==> config.mk <==
export PLATFORM = sky130hd
export DESIGN_NAME = vid_mem_responder
export DESIGN_NICKNAME = d
export VERILOG_FILES = /design/src/rtl/vid_mem_pkg.sv /design/src/rtl/vid_mem_responder.sv
export SDC_FILE = /design/constraint.sdc
export NUM_CORES = 1
export LEC_CHECK = 0
export CAP_MARGIN = 20
export CORE_ASPECT_RATIO = 0.7
export CORE_UTILIZATION = 50
export CTS_CLUSTER_DIAMETER = 120
export DETAILED_ROUTE_END_ITERATION = 16
export HOLD_SLACK_MARGIN = 0.05
export PLACE_DENSITY = 0.9
export SYNTH_ARGS = -nofsm -noshare
export SYNTH_HDL_FRONTEND = slang
export SYNTH_SLANG_ARGS = --single-unit
==> constraint.sdc <==
create_clock -name clk_sys -period 3.2 [get_ports clk_sys]
set_input_delay 0.64 -clock clk_sys [delete_from_list [all_inputs] [get_ports clk_sys]]
set_output_delay 0.64 -clock clk_sys [all_outputs]
set_load 0.05 [all_outputs]
==> src/rtl/vid_mem_pkg.sv <==
// Shared types and constants for the video memory responder.
package vid_mem_pkg;

  typedef enum logic {
    IDLE = 1'b0,
    REQ  = 1'b1
  } resp_state_t;

  localparam int VID_ADDR_W = 17;
  localparam int VID_DATA_W = 8;
  localparam int PIX_DIV    = 4;
  // Four pixel strobes of clk_sys time, less the cycle spent capturing the address.
  localparam int VID_DEADLINE = 4 * PIX_DIV - 1;

endpackage

==> src/rtl/vid_mem_responder.sv <==
// Turns each new video address into a req/ack read on the shared video RAM path,
// holds the returned byte, and flags/counts fetches that miss the sampling window.
module vid_mem_responder
  import vid_mem_pkg::*;
#(
  parameter int ADDR_W   = VID_ADDR_W,
  parameter int DATA_W   = VID_DATA_W,
  parameter int DEADLINE = VID_DEADLINE
) (
  input  logic              clk_sys,
  input  logic              reset,
  input  logic              pix_stb,
  input  logic [ADDR_W-1:0] vid_addr,
  output logic [DATA_W-1:0] vid_din,
  output logic              mem_req,
  output logic [ADDR_W-1:0] mem_addr,
  input  logic              mem_ack,
  input  logic [DATA_W-1:0] mem_data,
  output logic              busy,
  output logic              late,
  output logic [7:0]        late_count,
  output resp_state_t       state_dbg
);

  localparam int CNT_W = $clog2(DEADLINE + 1);
  localparam logic [CNT_W-1:0] CNT_MAX = CNT_W'(DEADLINE);

  // Handshake: mem_req rises with mem_addr and both hold until a cycle with
  // mem_ack=1, which also carries mem_data; mem_ack with no request is ignored.
  resp_state_t       state_q, state_d;
  logic [DATA_W-1:0] din_q, din_d;
  logic [ADDR_W-1:0] mem_addr_q, mem_addr_d;
  logic [ADDR_W-1:0] last_addr_q, last_addr_d;
  logic [ADDR_W-1:0] pend_addr_q, pend_addr_d;
  logic              first_q, first_d;
  logic              pend_valid_q, pend_valid_d;
  logic              late_q, late_d;
  logic [7:0]        late_cnt_q, late_cnt_d;
  logic [CNT_W-1:0]  cnt_q, cnt_d;
  logic              fetch_needed;

  assign fetch_needed = pix_stb && (first_q || (vid_addr != last_addr_q));

  always_comb begin
    state_d      = state_q;
    din_d        = din_q;
    mem_addr_d   = mem_addr_q;
    last_addr_d  = last_addr_q;
    pend_addr_d  = pend_addr_q;
    first_d      = first_q;
    pend_valid_d = pend_valid_q;
    late_d       = late_q;
    late_cnt_d   = late_cnt_q;
    cnt_d        = cnt_q;

    if (pix_stb) begin
      last_addr_d = vid_addr;
      first_d     = 1'b0;
    end

    case (state_q)
      IDLE: begin
        if (fetch_needed) begin
          state_d    = REQ;
          mem_addr_d = vid_addr;
          cnt_d      = '0;
          late_d     = 1'b0;
        end
      end
      REQ: begin
        if (mem_ack) begin
          din_d = mem_data;
          // A capture in the ack cycle is newer than any pending address.
          if (fetch_needed) begin
            mem_addr_d   = vid_addr;
            pend_valid_d = 1'b0;
            cnt_d        = '0;
            late_d       = 1'b0;
          end else if (pend_valid_q) begin
            mem_addr_d   = pend_addr_q;
            pend_valid_d = 1'b0;
            cnt_d        = '0;
            late_d       = 1'b0;
          end else begin
            state_d = IDLE;
          end
        end else begin
          if (cnt_q != CNT_MAX) begin
            cnt_d = cnt_q + 1'b1;
            if (cnt_q == CNT_MAX - 1'b1) begin
              late_d = 1'b1;
              if (late_cnt_q != 8'hFF) late_cnt_d = late_cnt_q + 8'd1;
            end
          end
          if (fetch_needed) begin
            pend_addr_d  = vid_addr;
            pend_valid_d = 1'b1;
          end
        end
      end
      default: state_d = IDLE;
    endcase
  end

  always_ff @(posedge clk_sys) begin
    if (!reset) begin
      state_q      <= IDLE;
      din_q        <= '0;
      mem_addr_q   <= '0;
      last_addr_q  <= '0;
      pend_addr_q  <= '0;
      first_q      <= 1'b1;
      pend_valid_q <= 1'b0;
      late_q       <= 1'b0;
      late_cnt_q   <= '0;
      cnt_q        <= '0;
    end else begin
      state_q      <= state_d;
      din_q        <= din_d;
      mem_addr_q   <= mem_addr_d;
      last_addr_q  <= last_addr_d;
      pend_addr_q  <= pend_addr_d;
      first_q      <= first_d;
      pend_valid_q <= pend_valid_d;
      late_q       <= late_d;
      late_cnt_q   <= late_cnt_d;
      cnt_q        <= cnt_d;
    end
  end

  assign vid_din    = din_q;
  assign mem_req    = (state_q == REQ);
  assign mem_addr   = mem_addr_q;
  assign busy       = (state_q == REQ) | pend_valid_q;
  assign late       = late_q;
  assign late_count = late_cnt_q;
  assign state_dbg  = state_q;

endmodule
## Yosys cells after proc, flatten, opt, wreduce, memory -nomap -nowiden

Cells that the tools add are included.

| storage, ports and cells | value |
|---|---|
| ROM bits | 0 |
| output and inout bits | 37 |
| bits in writable memories | 0 |
| bits in latches | 0 |
| memories | 0 |
| input bits | 29 |
| flip-flop bits (word level) | 75 |

| cells by class | value |
|---|---|
| $add $sub $neg | 2 |
| muxes and demuxes | 25 |
| div/mod/pow operators | 0 |
| $lt $le $gt $ge | 0 |
| eq/ne operators | 10 |
| bitwise operators | 3 |
| shift operators | 0 |
| $mul | 0 |
| reductions and logical operators | 10 |

Operators by type and width:

| operator | number |
|---|---|
| 17-bit 2-to-1 mux | 4 |
| 17-bit case mux with 2 select lines | 1 |
| 4-bit 2-to-1 mux | 5 |
| 17-bit != test | 1 |
| 1-bit 2-to-1 mux | 12 |
| 3-bit AND reduction | 3 |
| 8-bit by 1-bit adder with 8-bit output (second input constant) | 1 |
| 8-bit != test (second input constant) | 1 |
| 4-bit case mux with 2 select lines | 1 |
| 3-bit by 2-bit != test with 1-bit output (second input constant) | 2 |
| 5-bit AND reduction | 1 |
| 4-bit by 1-bit adder with 4-bit output (second input constant) | 1 |
| 4-bit == test (second input constant) | 1 |
| 2-bit != test (second input constant) | 2 |
| 4-bit by 2-bit != test with 1-bit output (second input constant) | 1 |
| 4-bit != test (second input constant) | 1 |
| 1-bit case mux with 2 select lines | 2 |
| 2-bit AND reduction | 2 |
| 4-bit AND reduction | 1 |
| 3-bit by 1-bit != test with 1-bit output (second input constant) | 1 |
| 1-bit inverter | 2 |
| 2-bit nonzero test | 1 |
| 1-bit logical AND | 1 |
| 1-bit logical OR | 1 |
| 1-bit OR | 1 |

## Logic depth before layout (Yosys ltp)

Gate-level depths: netlist (run 1).

| depth | value |
|---|---|
| depth in word-level cells | 6 |
| mapped depth | 8 |
| gate-level depth less buffers | 7 |

## Least setup slack after synthesis (run 1)

Ideal clock, no wire load.

| timing | value |
|---|---|
| path kind | register to output |
| start point | reg state_q (netlist: mem_req) |
| end point | out busy |
| required time | 2,560 ps |
| buffers on the path | 3 |
| stages on the path, launching flop included | 5 |
| slack | 821 ps |
| arrival | 1,739 ps |
| cell sequence | dfxtp_1 > buf_4 > clkbuf_1 > buf_1 > or2_2 |

| between the ends | value |
|---|---|
| cells in the longest elaborated chain, start to end | 1 |

RTL lines:

| what | RTL line | source |
|---|---|---|
| start, declared | vid_mem_responder.sv:30 | `resp_state_t state_q, state_d;` |
| start signal, assigned | vid_mem_responder.sv:118 | `state_q <= state_d;` |
| 1-bit OR | vid_mem_responder.sv:134 | `assign busy = (state_q == REQ) \| pend_valid_q;` |
| end, declared | vid_mem_responder.sv:19 | `output logic busy,` |

Every way passes these cells.

## Worst setup path after layout (run 1)

| timing | value |
|---|---|
| start point | in vid_addr[15] |
| end point | reg mem_addr_q[6] (netlist: mem_addr[6]) |

| between the ends | value |
|---|---|
| cells in the longest elaborated chain, start to end | 6 |

RTL lines:

| what | RTL line | source |
|---|---|---|
| start, declared | vid_mem_responder.sv:13 | `input logic [ADDR_W-1:0] vid_addr,` |
| 17-bit != test (*) | vid_mem_responder.sv:42 | `assign fetch_needed = pix_stb && (first_q \|\| (vid_addr != last_addr_q));` |
| 1-bit logical OR (*) | vid_mem_responder.sv:42 |  |
| 1-bit logical AND (*) | vid_mem_responder.sv:42 |  |
| 17-bit 2-to-1 mux | vid_mem_responder.sv:74 | `if (fetch_needed) begin` |
| 17-bit 2-to-1 mux | vid_mem_responder.sv:71 | `if (mem_ack) begin` |
| 17-bit case mux with 2 select lines | vid_mem_responder.sv:61 | `case (state_q)` |
| end signal, assigned | vid_mem_responder.sv:120 | `mem_addr_q <= mem_addr_d;` |
| end, declared | vid_mem_responder.sv:32 | `logic [ADDR_W-1:0] mem_addr_q, mem_addr_d;` |

Mark *: on every way between the ends. The rest lies on a longest branch, timed or not. The select of a mux whose other input is x is not followed.
A chain may end at the register's enable or synchronous reset.

==> out/summary.txt, run 1 <==
status - complete, no violations
min Tclk post-route - 2.80 ns
Max Cap Violations - 0
Core Footprint - 6340 sq um
final worst-path cycle share - 0.876
diode count - 0
CP Class - in2reg
clock sinks - 75
mux share of post-synthesis cell area - 0.0539
Max VDD drop - 0.288 mV
via count - 3,032
Die Area - 7020 sq um
max_slew headroom - 0.469
startpoint types - input port
Worst Hold Class - reg2reg
leading area contributor after synthesis - dfxtp_1
Worst Tran Pin Value - 0.792 ns
initial antenna violation count - 0
PostCTS Resize Cnt - 0
vias in the first global route - 2,919
smallest hold slack - 0.463 ns
ys async rst share - 0
Worst setup EP type - flop
Final Util - 0.678
Die W - 99.7 microns
Die Y-Extent - 70.4 microns
CTS tree - built
grt ovf - 0
Layout Nets - 476
Final Max Slew Viols - 0
I/O pin cnt - 66
Max FO, Critical Path - 11
final WL - 8180 microns
ANT nets after route - 0
PortBufs - 65
Hold Violations, Final - 0
Synth Area in Compound Gates - 0.181
HPWL after detailed placement - 5570 microns
Longest Clk Path Bufs - 2
synthesized cell area - 3340 sq um
RSZ-0062 raised after global routing - no
clk_lat worst skew - 0.35 ns
final setup fails - 0
Residual DRC - 0
Routed wire per std cell - 15.1 microns
LEAKAGE - 1.58 nW
FF+latch count, synth - 75
critical path arrival - 3.07 ns
total CTS buffers - 9
Avg Cell Area, Syn - 8.61 sq um
cells taking the most area after synthesis - dfxtp_1, o21ai_0, nand3_1
Post-synth EDFFs - 0
syn nets - 420
largest family of logic cells by synthesized area - simple AND/OR/NAND/NOR gates
Std-Cell Rows - 24
Post-synth top flop - dfxtp_1
register clock-pin slew on the reported worst setup and hold paths - 0.07 ns
top cell type's share of synthesized area - 0.449
TNS Setup - 0 ns
first-pass GRT wire length - 13,600 microns
Synth Area in Simple Gates - 0.203
synthesis warning total - 0
post-synthesis adder-cell area fraction - 0.0112
Power Dens Cells - 495 nW/um^2
Initial Utilization - 0.527
most common cell in the netlist - dfxtp_1
CTS Hold Buffers Added - 0
final RePlAce weighted congestion - 0.881
share of cells above drive strength 1 - 0.0757
vias per std cell - 5.61
FILL cells - 501
clock skew - 0.00804 ns
Fmax - 357 MHz
pin count of the biggest net entering global routing - 91
clock root buffer - clkbuf_8
# Post-CTS Setup Buffers - 0
Req. time, crit path - 3.47 ns
sequential fraction of the synthesis area - 0.449
1st-iter DRT viols - 221
synth-to-layout area growth - 28.5%
H-Tree Depth - 3
GRT Util Overall - 0.249
Synth Area in XOR/XNOR - 0.0577
Synth top cells by count - dfxtp_1, o21ai_0, nand3_1, nand2_1, clkbuf_1
synth unique cells - 40
post-synthesis cell count - 388
drt pass-1 iters - 5
Power, Total - 2.13 mW
cell usage in the layout, fill, tap and decap left out, types with 4 or more instances in the layout:
cell type / n
inv_1: 7
a21boi_0: 10
xnor2_1: 7
xor2_1: 15
nor2b_1: 19
and2_1: 5
a21oi_1: 4
o21ai_0: 57
buf_4: 7
clkdlybuf4s50_1: 64
or3_1: 5
clkbuf_8: 12
nand3_1: 49
nand2_1: 34
a31oi_1: 16
nor2_1: 5
mux2i_1: 18
dfxtp_1: 75
cells by family after synthesis:
family / Yosys count
mux: 18
compound gates: 101
flops: 75
xor+xnor: 22
fa+ha+maj: 3
simple gates: 133
buf+inv: 36
power by group:
part           leakage (nW)  switching, mW  internal [mW]  total (mW)
sequential            0.614         0.0261          0.977        1.00
clock                 0.108          0.341          0.421       0.762
combinational         0.853          0.222          0.139       0.361
layout make-up:
class	count	area [sq um]	share of cell area
Multi-Input combinational cell	277	1700	0.396
Sequential cell	75	1500	0.350
Timing Repair Buffer	74	738	0.172
Clock buffer	12	165	0.0385
Tap cell	91	114	0.0265
Clock inverter	4	47.5	0.0111
Inverter	7	26.3	0.00612
state kept, by name, indices dropped and copies added (netlist names):
signal        flops
mem_addr         17
pend_valid_q      1
late_count        8
last_addr_q      17
first_q           1
cnt_q             4
mem_req           1
pend_addr_q      17
late              1
vid_din           8
metal layers:
layer | vias up | wire [microns] | GRT usage | part of all wire
met3 | 16 | 669 | 0.0791 | 0.082
met1 | 1410 | 3680 | 0.330 | 0.45
met5 | - | 0 | 0 | 0
met2 | 132 | 3680 | 0.379 | 0.45
li1 | 1474 | - | - | -
met4 | 0 | 142 | 0.0931 | 0.017
final timing paths:
check	slack [ns]	startpoint	cells past startpoint	to
hold reg to reg	0.46	late$_SDFFE_PN0P_	2	late$_SDFFE_PN0P_
setup / recovery	0.40	vid_addr[15]	8	mem_addr[6]$_SDFFE_PN0P_
setup reg to reg	0.95	last_addr_q[9]$_SDFFE_PN0P_	7	mem_addr[6]$_SDFFE_PN0P_
hold / removal	0.46	late$_SDFFE_PN0P_	2	late$_SDFFE_PN0P_
critical path: stages:
cell and delay [ns]:
clkdlybuf4s50_1 0.53, xor2_1 0.21, nor4_1 0.37, nand3_1 0.23, o21ai_2 0.46, buf_4 0.28
nand3_1 0.12, a31oi_1 0.22
per-stage QoR:
| step | instances | instance area (sq um) | worst slack [ns] |
|---|---|---|---|
| 5_1_grt | 540 | 4300 | 0.249 |
| 3_3_place_gp | 524 | 4080 | 0.261 |
| 2_1_floorplan | 388 | 3340 | 0.821 |
| 6_report | 540 | 4300 | 0.398 |
| 3_5_place_dp | 524 | 4080 | 0.135 |
| 4_1_cts | 540 | 4300 | 0.475 |
Note: power is estimated with default switching activity, not from simulation.
==> run 2: changes to the inputs <==
- CORE_MARGIN: not set -> 4
==> run 2 against run 1 <==
  * Global-route usage fell by 3.8 points
  * First-iteration DRC count rose by 25%
  * Sequential share of layout area is 0.20 points lower
  * Via count grew 0.73%
  * Critical path type unchanged
  * Critical endpoint is now cnt_q[2]$_SDFFE_PN0P_
==> out/summary.txt, run 2 (synthesized netlist as in run 1, its figures left out) <==
status - complete, no violations
Worst R2R Path Depth - 7 (unchanged)
vias per std cell - 5.61 (about the same)
internal cell power - 1.55 mW (+1.0%)
Max Cap Violations - 0 (unchanged)
Finished Cell Area - 4320 sq um (+0.58%)
sw power - 0.605 mW (+2.6%)
# Post-CTS Setup Buffers - 0 (unchanged)
synth-to-layout area growth - 29.3%
CTS tree - built
Worst Hold Class - reg2reg
Std-Cell Rows - 24 (unchanged)
Comb pwr share - 0.167 (-0.003)
ANT nets after route - 0 (unchanged)
Max FO, Critical Path - 25 (+14)
Reg-to-Reg End - cnt_q[2]$_SDFFE_PN0P_
Die Area - 8080 sq um (+15%)
min Tclk post-route - 2.83 ns (+0.0285 ns)
Hold Path Sink - vid_din[5]$_SDFFE_PN0P_
Final Max Slew Viols - 0 (unchanged)
Die W - 106 microns (+6.0%)
max_slew headroom - 0.445 (-0.0241)
drt pass-1 iters - 4 (-1)
Worst Tran Pin Value - 0.833 ns (+0.0409 ns)
clock skew - 0.0119 ns (+0.00390 ns)
Die Y-Extent - 76.4 microns (+8.5%)
commonest non-fill, non-tap cells in the layout - dfxtp_1, clkdlybuf4s50_1, o21ai_0
pin count of the biggest net entering global routing - 55 (-40%)
via count - 3,054 (+0.73%)
Layout Nets - 480 (+0.84%)
RSZ-0062 raised after global routing - no
Worst setup EP type - flop
register clock-pin slew on the reported worst setup and hold paths - 0.08 ns (about the same)
Critical R2R Launch - last_addr_q[4]$_SDFFE_PN0P_
initial antenna violation count - 0 (unchanged)
Worst R2R Setup Slack - 0.87 ns (-0.08 ns)
diode count - 0 (unchanged)
sw frac - 0.280 (+0.00318)
share of cells above drive strength 1 - 0.0839 (+0.00816)
clock sinks - 75 (unchanged)
FILL cells - 498 (-0.60%)
GRT Util Overall - 0.211 (-0.0379)
clock share of power - 0.367 (+0.009)
first-pass GRT wire length - 13,800 microns (+1.1%)
vias in the first global route - 2,771 (-5.1%)
PostCTS Resize Cnt - 0 (unchanged)
Req. time, crit path - 3.47 ns (about the same)
Max VDD drop - 0.375 mV (+30%)
commonest non-fill, non-tap cell in the layout - dfxtp_1
1st-iter DRT viols - 276 (+25%)
HPWL after detailed placement - 5770 microns (+3.6%)
hold path depth - 2 (unchanged)
Longest Clk Path Bufs - 2 (unchanged)
Initial Utilization - 0.525 (-0.00249)
Post-DP Area - 4090 sq um (+0.25%)
Hold Violations, Final - 0 (unchanged)
Residual DRC - 0 (unchanged)
Routed wire per std cell - 15.4 microns (+1.7%)
CP Class - in2reg
H-Tree Depth - 3 (unchanged)
LEAKAGE - 1.58 nW (+0.56%)
final RePlAce weighted congestion - 0.857 (-2.7%)
clk_lat worst skew - 0.36 ns (about the same)
grt ovf - 0 (unchanged)
I/O pin cnt - 66 (unchanged)
Reg power frac - 0.466 (-0.006)
critical path arrival - 3.10 ns (+0.03 ns)
Power Dens Cells - 499 nW/um^2 (+0.87%)
total CTS buffers - 9 (unchanged)
final worst-path cycle share - 0.885 (+0.00891)
Core Footprint - 6370 sq um (+0.47%)
hold path start - vid_din[5]$_SDFFE_PN0P_
final WL - 8380 microns (+2.5%)
PortBufs - 65 (unchanged)
startpoint types - input port
clock root buffer - clkbuf_8
Fmax - 353 MHz (-1.0%)
TNS Setup - 0 ns (unchanged)
CTS Hold Buffers Added - 0 (unchanged)
final setup fails - 0 (unchanged)
run 2: metal layers:
| layer | part of all wire | track usage | vias to the layer above |
|---|---|---|---|
| met5 | 0 | 0 | - |
| met4 | 0.011 | 0.0737 | 0 |
| met3 | 0.10 | 0.0677 | 9 |
| met2 | 0.45 | 0.328 | 125 |
| met1 | 0.43 | 0.277 | 1435 |
| li1 | - | - | 1485 |
run 2: how the worst max path moves through the flow:
stage | from | endpoint | slack [ns] | depth (start not counted)
finish | vid_addr[4] | cnt_q[2]$_SDFFE_PN0P_ | 0.37 | 8
global route | vid_addr[14] | cnt_q[2]$_SDFFE_PN0P_ | 0.34 | 8
CTS | vid_addr[15] | mem_addr[8]$_SDFFE_PN0P_ | 0.36 | 7
detailed placement | vid_addr[15] | mem_addr[15]$_SDFFE_PN0P_ | 0.04 | 7
global placement | vid_addr[2] | mem_addr[2]$_SDFFE_PN0P_ | 0.10 | 7
floorplan | mem_req$_SDFF_PN0_ | busy | 0.82 | 4
run 2: per-stage QoR:
step                      cells  utilization  power (mW)  worst slack (ns)  hold slack (ns)
after floorplan             388            -        1.24             0.821            0.437
after global placement      527        0.643        1.37             0.103            0.439
after detailed placement    527        0.643        1.38            0.0363            0.450
after CTS                   543        0.677        2.17             0.364            0.461
after global routing        544        0.679        2.24             0.342            0.489
final                       544        0.679        2.16             0.369            0.465
run 2: final cells by class:
class,count,area (sq um),area share
clock buffers,9,124,0.0287
clock inverters,7,92.6,0.0214
inverters,7,26.3,0.00608
multi-input cells,277,1700,0.394
flip-flops and latches,75,1500,0.348
well taps,91,114,0.0264
repair buffers,78,759,0.176
run 2: worst max-delay path: stages:
cell	delay [ns]
clkdlybuf4s50_1	0.48
xor2_1	0.19
nor4_1	0.61
and3_1	0.36
a311oi_4	0.20
buf_6	0.24
nand2b_1	0.18
a211oi_1	0.19
run 2: power groups by stage:
stage / registers (mW) / logic [mW] / clock network (mW)
2_1_floorplan: 1.10 / 0.145 / 0
4_1_cts: 1.00 / 0.358 / 0.806
3_5_place_dp: 1.03 / 0.355 / 0
5_1_grt: 1.01 / 0.386 / 0.848
6_report: 1.00 / 0.361 / 0.792
3_3_place_gp: 1.02 / 0.348 / 0
